<file path="src/rtl/matrix_spi_driver.sv">
// MAX7219 driver: one-time init sequence, then continuous refresh of eight row snapshots over SPI.
// Optional MATRIX_SPI_SKIP_UNCHANGED_EN: rows whose data equals the last value sent are skipped.
module matrix_spi_driver #(
   parameter int         DATAWIDTH_BUS = 8,
   parameter int         CLKDIV        = 4,
   parameter logic [3:0] INTENSITY     = 4'h8
) (
   input  logic                     SC_MATRIX_SPI_CLOCK_50,
   input  logic                     SC_MATRIX_SPI_RESET_InLow,
   input  logic                     SC_MATRIX_SPI_ENABLE_InHigh,
   input  logic [DATAWIDTH_BUS-1:0] SC_MATRIX_SPI_ROW_0_In_Bus,
   input  logic [DATAWIDTH_BUS-1:0] SC_MATRIX_SPI_ROW_1_In_Bus,
   input  logic [DATAWIDTH_BUS-1:0] SC_MATRIX_SPI_ROW_2_In_Bus,
   input  logic [DATAWIDTH_BUS-1:0] SC_MATRIX_SPI_ROW_3_In_Bus,
   input  logic [DATAWIDTH_BUS-1:0] SC_MATRIX_SPI_ROW_4_In_Bus,
   input  logic [DATAWIDTH_BUS-1:0] SC_MATRIX_SPI_ROW_5_In_Bus,
   input  logic [DATAWIDTH_BUS-1:0] SC_MATRIX_SPI_ROW_6_In_Bus,
   input  logic [DATAWIDTH_BUS-1:0] SC_MATRIX_SPI_ROW_7_In_Bus,
   output logic                     SC_MATRIX_SPI_DIN_Out,
   output logic                     SC_MATRIX_SPI_SCK_Out,
   output logic                     SC_MATRIX_SPI_LOAD_Out,
   output logic                     SC_MATRIX_SPI_BUSY_OutHigh,
   output logic                     SC_MATRIX_SPI_INIT_DONE_OutHigh,
   output logic                     SC_MATRIX_SPI_FRAME_DONE_OutHigh
);
   localparam int DIV_W = $clog2(CLKDIV) + 1;
   localparam logic [DIV_W-1:0] DIV_LAST = DIV_W'(CLKDIV - 1);

   typedef enum logic [2:0] {S_INIT, S_SNAP, S_SEND, S_DONE, S_IDLE} state_t;

   logic clk, rst_n, enable;
   assign clk    = SC_MATRIX_SPI_CLOCK_50;
   assign rst_n  = SC_MATRIX_SPI_RESET_InLow;
   assign enable = SC_MATRIX_SPI_ENABLE_InHigh;

   logic [DATAWIDTH_BUS-1:0] row_in [8];
   logic [DATAWIDTH_BUS-1:0] snap [8];
   assign row_in[0] = SC_MATRIX_SPI_ROW_0_In_Bus;
   assign row_in[1] = SC_MATRIX_SPI_ROW_1_In_Bus;
   assign row_in[2] = SC_MATRIX_SPI_ROW_2_In_Bus;
   assign row_in[3] = SC_MATRIX_SPI_ROW_3_In_Bus;
   assign row_in[4] = SC_MATRIX_SPI_ROW_4_In_Bus;
   assign row_in[5] = SC_MATRIX_SPI_ROW_5_In_Bus;
   assign row_in[6] = SC_MATRIX_SPI_ROW_6_In_Bus;
   assign row_in[7] = SC_MATRIX_SPI_ROW_7_In_Bus;

   state_t state, state_next;
   logic [3:0] idx, idx_next;
   logic init_done, init_set, snap_load;

   logic active, gap, half, din, sck, load, busy;
   logic [DIV_W-1:0] div_cnt;
   logic [3:0] bit_cnt;
   logic [15:0] shreg, start_word;
   logic div_last, word_last, eng_ready, start;
   logic [3:0] sel_row, sel_addr;
   logic sel_found;

   // Word handshake: the FSM may raise start only while eng_ready is high; the word is
   // accepted on that clock edge, and eng_ready covers the last gap cycle so words abut.
   assign div_last  = (div_cnt == DIV_LAST);
   assign word_last = gap && half && div_last;
   assign eng_ready = !active && (!gap || word_last);
   assign sel_addr  = sel_row + 4'd1;

   function automatic logic [15:0] init_word(input logic [3:0] n);
      case (n)
         4'd0:    init_word = 16'h0F00;
         4'd1:    init_word = 16'h0900;
         4'd2:    init_word = {8'h0A, 4'h0, INTENSITY};
         4'd3:    init_word = 16'h0B07;
         default: init_word = 16'h0C01;
      endcase
   endfunction

`ifdef MATRIX_SPI_SKIP_UNCHANGED_EN
   logic [DATAWIDTH_BUS-1:0] shadow [8];
   logic [7:0] shadow_valid;

   // Lowest row at or after idx whose snapshot differs from what the panel already holds.
   always_comb begin
      sel_found = 1'b0;
      sel_row   = 4'd8;
      for (int r = 7; r >= 0; r--) begin
         if (4'(r) >= idx && (!shadow_valid[r] || shadow[r] != snap[r])) begin
            sel_found = 1'b1;
            sel_row   = 4'(r);
         end
      end
   end

   always_ff @(posedge clk or negedge rst_n) begin
      if (!rst_n) begin
         shadow_valid <= '0;
         for (int i = 0; i < 8; i++) shadow[i] <= '0;
      end else if (start && state == S_SEND) begin
         shadow[sel_row[2:0]]       <= snap[sel_row[2:0]];
         shadow_valid[sel_row[2:0]] <= 1'b1;
      end
   end
`else
   always_comb begin
      sel_found = !idx[3];
      sel_row   = idx;
   end
`endif

   always_comb begin
      state_next = state;
      idx_next   = idx;
      start      = 1'b0;
      start_word = '0;
      snap_load  = 1'b0;
      init_set   = 1'b0;
      case (state)
         S_INIT: if (eng_ready) begin
            if (idx == 4'd5) begin
               state_next = S_SNAP;
               idx_next   = '0;
               init_set   = 1'b1;
            end else begin
               start      = 1'b1;
               start_word = init_word(idx);
               idx_next   = idx + 4'd1;
            end
         end
         S_SNAP: begin
            if (enable) begin
               snap_load  = 1'b1;
               idx_next   = '0;
               state_next = S_SEND;
            end else begin
               state_next = S_IDLE;
            end
         end
         S_SEND: if (eng_ready) begin
            if (sel_found) begin
               start      = 1'b1;
               start_word = {4'b0000, sel_addr, snap[sel_row[2:0]]};
               idx_next   = sel_addr;
            end else begin
               state_next = S_DONE;
            end
         end
         S_DONE:  state_next = S_SNAP;
         S_IDLE:  if (enable) state_next = S_SNAP;
         default: state_next = S_INIT;
      endcase
   end

   always_ff @(posedge clk or negedge rst_n) begin
      if (!rst_n) begin
         state     <= S_INIT;
         idx       <= '0;
         init_done <= 1'b0;
         for (int i = 0; i < 8; i++) snap[i] <= '0;
      end else begin
         state <= state_next;
         idx   <= idx_next;
         if (init_set) init_done <= 1'b1;
         if (snap_load) snap <= row_in;
      end
   end

   // Serializer: div_cnt paces half-bits, half selects SCK low/high, gap is the LOAD-high latch time.
   always_ff @(posedge clk or negedge rst_n) begin
      if (!rst_n) begin
         active <= 1'b0; gap <= 1'b0; half <= 1'b0;
         div_cnt <= '0; bit_cnt <= '0; shreg <= '0;
         din <= 1'b0; sck <= 1'b0; load <= 1'b1; busy <= 1'b0;
      end else if (start) begin
         active <= 1'b1; gap <= 1'b0; half <= 1'b0;
         div_cnt <= '0; bit_cnt <= '0; shreg <= start_word;
         din <= start_word[15]; sck <= 1'b0; load <= 1'b0; busy <= 1'b1;
      end else if (active || gap) begin
         if (!div_last) begin
            div_cnt <= div_cnt + 1'b1;
         end else begin
            div_cnt <= '0;
            half    <= !half;
            if (gap) begin
               if (half) gap <= 1'b0;
            end else if (!half) begin
               sck <= 1'b1;
            end else begin
               sck     <= 1'b0;
               shreg   <= {shreg[14:0], 1'b0};
               bit_cnt <= bit_cnt + 1'b1;
               if (bit_cnt == 4'd15) begin
                  active <= 1'b0; gap <= 1'b1; load <= 1'b1; din <= 1'b0; busy <= 1'b0;
               end else begin
                  din <= shreg[14];
               end
            end
         end
      end
   end

   assign SC_MATRIX_SPI_DIN_Out            = din;
   assign SC_MATRIX_SPI_SCK_Out            = sck;
   assign SC_MATRIX_SPI_LOAD_Out           = load;
   assign SC_MATRIX_SPI_BUSY_OutHigh       = busy;
   assign SC_MATRIX_SPI_INIT_DONE_OutHigh  = init_done;
   assign SC_MATRIX_SPI_FRAME_DONE_OutHigh = (state == S_DONE);
endmodule

</file>
<file path="config.mk">
export PLATFORM = sky130hd
export DESIGN_NAME = matrix_spi_driver
export DESIGN_NICKNAME = d
export VERILOG_FILES = /design/src/rtl/matrix_spi_driver.sv
export SDC_FILE = /design/constraint.sdc
export NUM_CORES = 1
export LEC_CHECK = 0
export ABC_AREA = 1
export ABC_CLOCK_PERIOD_IN_PS = 2100
export CAP_MARGIN = 20
export CORE_MARGIN = 8
export CORE_UTILIZATION = 46
export CTS_BUF_LIST = sky130_fd_sc_hd__clkbuf_16
export DETAILED_ROUTE_END_ITERATION = 8
export GPL_TIMING_DRIVEN = 0
export PLACE_DENSITY = 0.72
export SETUP_SLACK_MARGIN = 0.4
export SYNTH_ARGS = -nofsm -noshare
export SYNTH_HDL_FRONTEND = slang
export SYNTH_SLANG_ARGS = --single-unit
</file>
<file path="constraint.sdc">
create_clock -name SC_MATRIX_SPI_CLOCK_50 -period 2.1 [get_ports SC_MATRIX_SPI_CLOCK_50]
set_input_delay 0.42 -clock SC_MATRIX_SPI_CLOCK_50 [delete_from_list [all_inputs] [get_ports SC_MATRIX_SPI_CLOCK_50]]
set_output_delay 0.42 -clock SC_MATRIX_SPI_CLOCK_50 [all_outputs]
set_load 0.005 [all_outputs]
</file>
==> Word-level counts from Yosys, hierarchy flattened <==
Cells that the tools add are included.
Widths: inputs -> output; s select.
{ "op_classes": {"add_sub_neg": 3, "multipliers": 0, "div_mod_pow": 0, "magnitude_cmp": 1, "eq_ne": 18, "shifts": 0, "mux": 77, "bitwise_logic": 1, "n_reduce_logical": 22} }
{ "op_table": {"columns": ["cell", "count"], "rows": [
  ["$mux 15", 5],
  ["$mux 12", 4],
  ["$pmux 11 s4", 1],
  ["$mux 1", 41],
  ["$mux 4", 10],
  ["$mux 3", 9],
  ["$bmux 8 s3", 1],
  ["$pmux 12 s2", 1],
  ["$mux 8", 2],
  ["$pmux 3 s5", 1],
  ["$reduce_and 5->1", 3],
  ["$ne 2x2->1 const B", 7],
  ["$pmux 4 s3", 1],
  ["$eq 3x2->1 const B", 3],
  ["$add 4x1->4 const B", 2],
  ["$eq 4x2->1 const B", 2],
  ["$reduce_and 4->1", 2],
  ["$reduce_bool 2->1", 4],
  ["$eq 4x1->1 const B", 1],
  ["$eq 4x3->1 const B", 1],
  ["$eq 4x4->1 const B", 1],
  ["$ge 4x4->1 const B", 1],
  ["$logic_not 4->1", 1],
  ["$not 3->4", 1],
  ["12 further kinds", 17]
]} }
{ "totals": {"reg_bits": 100, "latchBits": 0, "mem_bits_rw": 0, "romBits": 0, "output_inout_bits": 6, "elab_cells": 143, "memories": 0} }

==> Longest topological paths before layout <==
Gate-level depths: netlist (run 1).
{ "depth": {"ltp_word": 8, "depth_mapped": 13} }

==> Worst setup path before layout (run 1) <==
OpenSTA, ideal clock, no wires.
{ "synth_path": {"kind": "reg2reg", "startpoint": "reg idx[1]", "endpoint": "reg sck, in the netlist SC_MATRIX_SPI_SCK_Out", "setup_time_ns": 0.118, "arrival_time_ns": 1.875, "slack_ns": 0.107, "path_stages_with_launch": 12, "n_path_buf": 2, "cell_sequence": "dfrtp_1 inv_1 buf_1 ha_1 nand3_2 nand3_1 nand2_1 nand3_4 buf_4 nand2_1 a21oi_1 nor2_1"} }
{ "synth_between": {"elab_chain_len": 6} }
{ "synth_rtl": {"columns": ["item", "line", "rtl"], "rows": [
  ["from (decl)", "48", "logic [3:0] idx, idx_next;"],
  ["from (signal assigned)", "159", "idx <= idx_next;"],
  ["$eq 4x3->1 *", "117", "if (idx == 4'd5) begin"],
  ["$mux 1 *", "117", null],
  ["$mux 1 *", "116", "S_INIT: if (eng_ready) begin"],
  ["$pmux 1 s2 *", "115", "case (state)"],
  ["$ne 2x1->1 (no line) or $reduce_bool 2->1 (tied branches)", null, null],
  ["$reduce_and 3->1 (no line)", null, null],
  ["to (signal assigned)", "170", "din <= 1'b0; sck <= 1'b0; load <= 1'b1; busy <= 1'b0;"],
  ["to (signal assigned)", "174", "din <= start_word[15]; sck <= 1'b0; load <= 1'b0; busy <= 1'b1;"],
  ["to (signal assigned)", "184", "sck <= 1'b1;"],
  ["to (decl)", "51", "logic active, gap, half, din, sck, load, busy;"]
]} }
Mark *: on every way between the ends. The rest lies on a longest branch, timed or not.
A chain may end at the register's enable or synchronous reset.

==> Final worst setup path (run 1) <==
{ "layout_path": {"startpoint": "reg idx[0]", "endpoint": "reg shreg[0]"} }
{ "layout_between": {"elab_chain_len": 8} }
{ "layout_rtl": {"columns": ["item", "line", "rtl"], "rows": [
  ["$not 3->4 (not written as such)", "139", "start_word = {4'b0000, sel_addr, snap[sel_row[2:0]]};"],
  ["$bmux 8 s3", "139", null],
  ["$mux 8 (not written as such) (2 in a row)", "139", null],
  ["$mux 12", "137", "if (sel_found) begin"],
  ["$mux 12", "136", "S_SEND: if (eng_ready) begin"],
  ["$pmux 12 s2", "115", null],
  ["$mux 15", "171", "end else if (start) begin"],
  ["to (signal assigned)", "187", "shreg <= {shreg[14:0], 1'b0};"],
  ["to (decl)", "54", "logic [15:0] shreg, start_word;"]
]} }
Several ways; a longest one is shown, not always the timed one. The select of a mux whose other input is x is not followed.

==> flow_metrics.env, run 1 <==
export IMPL_rrSetupSlack_ns=0.38
export IMPL_yosysUniqueCellTypes=36
export IMPL_avgRoutedWirePerCell_um=15.0
export IMPL_crit_path_max_incr_delay_ns=0.46
export IMPL_drv_slew=0
export IMPL_synth_top_family_by_area="simple AND/OR/NAND/NOR gates"
export IMPL_cts_sinks=100
export IMPL_setup_viol=0
export IMPL_worstRegToRegCells=8
export IMPL_timing_hold_ws_ns=0.00281
export IMPL_gp_congestion=0.910
export IMPL_syn_area_sq_um=5090
export IMPL_synthCells=670
export IMPL_root_buffer="clkbuf_16"
export IMPL_total_power_mw=10.2
export IMPL_antenna_found_initial=0
export IMPL_cp_slowest_cell="dfrtp_2"
export IMPL_antenna_left=0
export IMPL_status="complete, no violations"
export IMPL_nNetsFinal=856
export IMPL_num_rows=38
export IMPL_ir_drop_v=0.000609
export IMPL_tns_ns=0
export IMPL_synth_mux_area_frac=0
export IMPL_cts_buffer_depth=2
export IMPL_maxCapViolations=0
export IMPL_fmax_ghz=0.583
export IMPL_core_area_sq_um=10800
export IMPL_ys_warn_count=0
export IMPL_num_antenna_cells=0
export IMPL_synthSimpleGateAreaFrac=0.302
export IMPL_dr_pass1_iters=5
export IMPL_synth_nets=745
export IMPL_critPathCaptureType="register"
export IMPL_r2r_end="shreg[0]"
export IMPL_grt_pass1_vias=4581
export IMPL_crit_chain="buf_4, buf_2, o21ai_0, o21ai_0, nand2_1, nand2_1, a21oi_1, nand2_1"
export IMPL_vias=4706
export IMPL_nFillCells=966
export IMPL_crit_type="reg2reg"
export IMPL_drt_iter0_drc=395
export IMPL_required_ns=2.33
export IMPL_final_hold_viol_count=0
export IMPL_avgSynthCellArea_sq_um=7.59
export IMPL_ios=73
export IMPL_synth_edf_count=0
export IMPL_drt_wl_total_um=13800
export IMPL_hold_path_class="in2async"
export IMPL_route_detailed_drc=0
export IMPL_critPathMostFrequentCell="nand2_1"
export IMPL_fp_dieW_um=121
export IMPL_grt_use_total=0.188
export IMPL_numPlacedInstances=883
export IMPL_finalNonFillerCells=925
export IMPL_async_flop_share=1.00
export IMPL_synthAdderAreaFrac=0.0197
export IMPL_vias_per_cell=5.09
export IMPL_netlist_area_leader_share=0.487
export IMPL_cts_buffers=9
export IMPL_synth_xor_area_frac=0.00344
export IMPL_area_growth_syn_to_layout_pct=31.7
export IMPL_seq_area_frac_synth=0.492
export IMPL_clk_pin_slew_ns=0.07
export IMPL_hpwl_um=9850
export IMPL_crit_fanout=10
export IMPL_cp_arrival_ns=1.95
export IMPL_io_buffers=72
export IMPL_cp_start_kind="register"
export IMPL_yosys_area_top_type="dfrtp_1"
export IMPL_r2r_start="idx[0]"
export IMPL_grt_max_degree=71
export IMPL_fp_dieArea_sq_um=14700
export IMPL_synth_compound_gate_area_share=0.115
export IMPL_cts_tree="built"
export IMPL_die_h_um=121
export IMPL_rsz0062_at_grt="yes"
export IMPL_cts_max_level=3
export IMPL_grt_overflow=0
export IMPL_synthFlopType="dfrtp_1"
export IMPL_finalClockSkew_ns=0.00814
export IMPL_grt_pass1_wl_um=22200
export IMPL_tightest_slew_ns=0.417
export IMPL_yosys_top_cells_area="dfrtp_1 49%, nand2_1 22%, o21ai_0 5.4%"
export IMPL_p_leak_nw=3.32
export IMPL_slew_headroom=0.721
export IMPL_initial_core_util=0.471
export IMPL_ys_ff_latch=100
export IMPL_clock_insertion_delay_worst_skew_ns=0.34
export IMPL_fin_crit_ns=1.72
export IMPL_fin_crit_sh=0.817
export IMPL_drive_gt1_frac=0.154
export IMPL_power_density_nw_per_um2=1520
layout make-up:
cell class              instances  area, sq um  share of cell area
flip-flops and latches        100         2510               0.375
plain buffers                  31          215              0.0321
clock inverters                 6         32.5             0.00486
inverters                      50          190              0.0284
repair buffers                100          953               0.142
multi-input cells             489         2400               0.358
clock buffers                   9          225              0.0336
well taps                     140          175              0.0262
logic make-up after synthesis:
group / count (synthesis)
xor gates and xnor gates: 2
buffers and inverters: 81
and+or+nand+nor: 380
DFF: 100
adders and majority gates: 8
AOI/OAI and AO/OA: 99
critical path: cells and delay by family, from the launching register on:
family / cells / cell delay (ns)
flip-flops: 1 / 0.46
buffers and inverters: 2 / 0.40
AO/OA/AOI/OAI: 3 / 0.54
AND/OR/NAND/NOR: 3 / 0.21
flip-flops by register name (all words and copies together) (netlist names), 3 cells and up:
name,count
bit_cnt,4
div_cnt,3
state,3
idx,4
shreg,15
snap,64
cells in the mapped netlist, types with 2 or more instances:
library cell  instances
nand2_1             302
o211ai_1              9
nand4_1               3
nor2_4                2
xor2_1                2
clkbuf_1             18
inv_1                43
buf_4                 2
o21ai_2               5
buf_6                 3
nand2_4               2
nand3_1              19
nor2_2                4
ha_1                  8
o21ai_1               7
o21ai_0              55
a21oi_1              16
o22ai_1               2
nor2_1               38
inv_2                 7
dfrtp_1              99
buf_2                 7
nor3_1                4
power by group:
| group | internal [mW] | switching [mW] |
|---|---|---|
| sequential | 2.86 | 0.527 |
| clock | 0.785 | 0.715 |
| combinational | 2.12 | 3.15 |
metrics by stage:
step	setup slack, ns	area, sq um	utilization
2_1_floorplan	0.420	5110	-
3_3_place_gp	-3.09	6010	0.557
3_5_place_dp	-0.0715	6030	0.559
4_1_cts	0.305	6430	0.595
5_1_grt	0.324	6700	0.620
6_report	0.385	6700	0.620
repair_timing:
item                                    CTS  global route
resized for setup                        26            58
hold buffers                              0             0
endpoints found under the setup margin  100            93
buffers inserted                          9            17
pin swaps                                 1             8
cloned                                    0             1
routing by layer:
metal | vias up | track usage | wire [um]
met4 | 0 | 0.0617 | 168
met5 | - | 0 | 0
met1 | 2242 | 0.254 | 6420
met2 | 117 | 0.299 | 6600
met3 | 14 | 0.0349 | 646
li1 | 2333 | - | -
cell usage in the layout (no fill, tap or decap), types with 9 or more instances in the layout:
| cell type | count |
|---|---|
| clkbuf_16 | 9 |
| clkdlybuf4s50_1 | 68 |
| buf_4 | 28 |
| inv_1 | 41 |
| a21oi_1 | 15 |
| nand3_1 | 16 |
| nand2_1 | 295 |
| o21ai_0 | 53 |
| clkbuf_2 | 12 |
| nor2_1 | 36 |
| o211ai_1 | 9 |
| dfrtp_1 | 95 |
worst max-delay path by stage:
stage	startpoint	endpoint	slack [ns]
after floorplan	idx[1]	bit_cnt[1]	0.42
after global placement	SC_MATRIX_SPI_RESET_InLow	snap[14]	-3.09
after detailed placement	SC_MATRIX_SPI_ENABLE_InHigh	idx[0]	-0.07
after CTS	idx[0]	shreg[0]	0.31
after global routing	state[0]	shreg[1]	0.32
final	idx[0]	shreg[0]	0.38
No activity file was read; power rests on OpenSTA's default activity.
==> run 2, diff against run 1 <==
--- a/config.mk
+++ b/config.mk
@@ -6,7 +6,7 @@
 export NUM_CORES = 1
 export LEC_CHECK = 0
 export ABC_AREA = 1
-export ABC_CLOCK_PERIOD_IN_PS = 2100
+export ABC_CLOCK_PERIOD_IN_PS = 1490
 export CAP_MARGIN = 20
 export CORE_MARGIN = 8
 export CORE_UTILIZATION = 46
==> constraint.sdc (replaced) <==
create_clock -name SC_MATRIX_SPI_CLOCK_50 -period 1.49 [get_ports SC_MATRIX_SPI_CLOCK_50]
set_input_delay 0.298 -clock SC_MATRIX_SPI_CLOCK_50 [delete_from_list [all_inputs] [get_ports SC_MATRIX_SPI_CLOCK_50]]
set_output_delay 0.298 -clock SC_MATRIX_SPI_CLOCK_50 [all_outputs]
set_load 0.005 [all_outputs]
==> flow_metrics.env, run 2 (synthesis gave the netlist of run 1 again) <==
export IMPL_status="finished, violations left"
export IMPL_violations="negative hold slack, negative setup slack"
export IMPL_nFillCells=702
export IMPL_grt_use_total=0.226
export IMPL_grt_pass1_wl_um=26700
export IMPL_slew_headroom=0.633
export IMPL_fmax_ghz=0.570
export IMPL_r2r_end="shreg[14]"
export IMPL_power_density_nw_per_um2=2120
export IMPL_cts_tree="built"
export IMPL_gp_congestion=0.902
export IMPL_required_ns=1.73
export IMPL_cts_sinks=100
export IMPL_crit_type="reg2reg"
export IMPL_clock_insertion_delay_worst_skew_ns=0.35
export IMPL_cp_slowest_cell="dfrtp_1"
export IMPL_critPathCaptureType="register"
export IMPL_clk_pin_slew_ns=0.07
export IMPL_antenna_left=0
export IMPL_grt_overflow=0
export IMPL_crit_fanout=6
export IMPL_final_util=0.754
export IMPL_fin_crit_sh=1.18
export IMPL_drt_wl_total_um=17200
export IMPL_grt_pass1_vias=5472
export IMPL_regMostFlops="snap"
export IMPL_fp_dieArea_sq_um=14700
export IMPL_drv_slew=0
export IMPL_final_common_cell="nand2_1"
export IMPL_avgRoutedWirePerCell_um=17.8
export IMPL_top_regs="snap (64), shreg (15)"
export IMPL_crit_chain="inv_2, buf_8, ha_4, nand3_4, nand3_4, nand2_4, nand3_4, o21ai_4, nand2_4, buf_4, nand2_1, o21ai_2"
export IMPL_die_h_um=121
export IMPL_num_rows=38
export IMPL_hold_path_class="in2async"
export IMPL_ir_drop_v=0.00111
export IMPL_timing_hold_ws_ns=-0.124
export IMPL_worstRegToRegCells=12
export IMPL_initial_core_util=0.471
export IMPL_rsz0062_at_grt="yes"
export IMPL_grt_max_degree=71
export IMPL_fp_dieW_um=121
export IMPL_setup_viol=79
export IMPL_drive_gt1_frac=0.406
export IMPL_maxCapViolations=0
export IMPL_core_area_sq_um=10800
export IMPL_io_buffers=72
export IMPL_p_leak_nw=4.05
export IMPL_cts_buffer_depth=2
export IMPL_r2r_start="idx[1]"
export IMPL_drt_iter0_drc=413
export IMPL_vias_per_cell=5.38
export IMPL_num_antenna_cells=0
export IMPL_tightest_slew_ns=0.550
export IMPL_area_growth_syn_to_layout_pct=60.0
export IMPL_cts_buffers=9
export IMPL_dr_pass1_iters=5
export IMPL_critPathMostFrequentCell="nand3_4"
export IMPL_cts_max_level=3
export IMPL_nNetsFinal=898
export IMPL_cp_start_kind="register"
export IMPL_route_detailed_drc=0
export IMPL_fin_ws_ns=-0.264
export IMPL_final_hold_viol_count=29
export IMPL_hpwl_um=10000
export IMPL_root_buffer="clkbuf_16"
export IMPL_cp_arrival_ns=1.99
export IMPL_crit_path_max_incr_delay_ns=0.40
export IMPL_antenna_found_initial=0
export IMPL_finalClockSkew_ns=0.0103
export IMPL_vias=5205
export IMPL_largest_reg_flops=64
export IMPL_rrSetupSlack_ns=-0.26
export IMPL_fin_crit_ns=1.75
export IMPL_ios=73
export IMPL_layout_common_cells="161 x nand2_1, 100 x nand2_2, 94 x dfrtp_1"
[run 2: cell types whose count changed in the layout (fill, tap and decap cells not counted), moves of 6 or more]
| cell | change |
|---|---|
| o21ai_1 | +7 |
| nand2_4 | +38 |
| clkbuf_2 | -8 |
| nand2_1 | -134 |
| nand2_2 | +96 |
| buf_12 | +6 |
| buf_4 | +10 |
| buf_8 | +16 |
| clkbuf_16 | +12 |
| buf_6 | +8 |
| o21ai_0 | -28 |
| o21ai_2 | +21 |
[run 2: layer usage]
metal | up-vias | track usage | share of wire
met5 | - | 0 | 0
met4 | 0 | 0.0825 | 0.031
met3 | 60 | 0.0489 | 0.068
met2 | 234 | 0.386 | 0.50
met1 | 2495 | 0.274 | 0.40
li1 | 2416 | - | -
[run 2: worst max path at each step]
| stage | cells past startpoint | to | startpoint | slack, ns |
|---|---|---|---|---|
| final | 12 | shreg[14] | idx[1] | -0.26 |
| after global routing | 12 | shreg[14] | idx[1] | -0.37 |
| after CTS | 10 | div_cnt[1] | idx[1] | -0.19 |
| after detailed placement | 10 | div_cnt[1] | idx[1] | -0.43 |
| after global placement | 1 | idx[0] | SC_MATRIX_SPI_RESET_InLow | -3.98 |
| after floorplan | 12 | shreg[1] | idx[1] | -0.16 |
[run 2: worst max-delay path, delay by kind of cell (launching register included)]
family                   cells  cell delay (ns)
AND/OR/NAND/NOR              6             0.56
flip-flops                   1             0.40
buffers and inverters        3             0.34
AO/OA/AOI/OAI                2             0.17
adder cells (fa/ha/maj)      1             0.16
[run 2: metrics by stage]
| stage | cell area (sq um) | TNS, ns | setup slack [ns] | power, mW | std cells |
|---|---|---|---|---|---|
| final | 8140 | -8.90 | -0.264 | 17.2 | 968 |
| after global routing | 8140 | -16.64 | -0.372 | 18.3 | 968 |
| after CTS | 7530 | -4.72 | -0.188 | 15.6 | 951 |
| after detailed placement | 6220 | -25.22 | -0.435 | 11.5 | 883 |
| after global placement | 6190 | -383.84 | -3.98 | 11.2 | 882 |
| after floorplan | 5300 | -3.23 | -0.158 | 9.51 | 670 |
[run 2: final cells by class]
| cell class | count | area [sq um] | share of cell area |
|---|---|---|---|
| clock buffers | 9 | 225 | 0.0277 |
| plain buffers | 31 | 438 | 0.0538 |
| flip-flops and latches | 100 | 2510 | 0.308 |
| multi-input cells | 489 | 3020 | 0.371 |
| well taps | 140 | 175 | 0.0215 |
| clock inverters | 7 | 42.5 | 0.00523 |
| repair buffers | 141 | 1510 | 0.185 |
| repair inverters | 1 | 16.3 | 0.00200 |
| inverters | 50 | 209 | 0.0257 |
[run 2: what timing repair did]
item / CTS / global route
pin swaps: 51 / 33
gates resized for setup: 196 / 131
buffers inserted: 37 / 14
gates cloned: 15 / 3
endpoints found under the hold margin: 29 / 29
endpoints found under the setup margin: 105 / 106
[run 2: where the power goes]
part           switching (mW)  internal [mW]  leakage [nW]
combinational            5.58           4.48          2.68
clock                    1.07           1.13         0.133
sequential              0.946           4.04          1.24
total                    7.59           9.64          4.05
==> run 3, diff against run 2 <==
--- a/config.mk
+++ b/config.mk
@@ -11,6 +11,7 @@
 export CORE_MARGIN = 8
 export CORE_UTILIZATION = 46
 export CTS_BUF_LIST = sky130_fd_sc_hd__clkbuf_16
+export CTS_CLUSTER_SIZE = 25
 export DETAILED_ROUTE_END_ITERATION = 8
 export GPL_TIMING_DRIVEN = 0
 export PLACE_DENSITY = 0.72
==> results of run 3 <==
Final layout, timing and power as in run 2 (identical DEF).
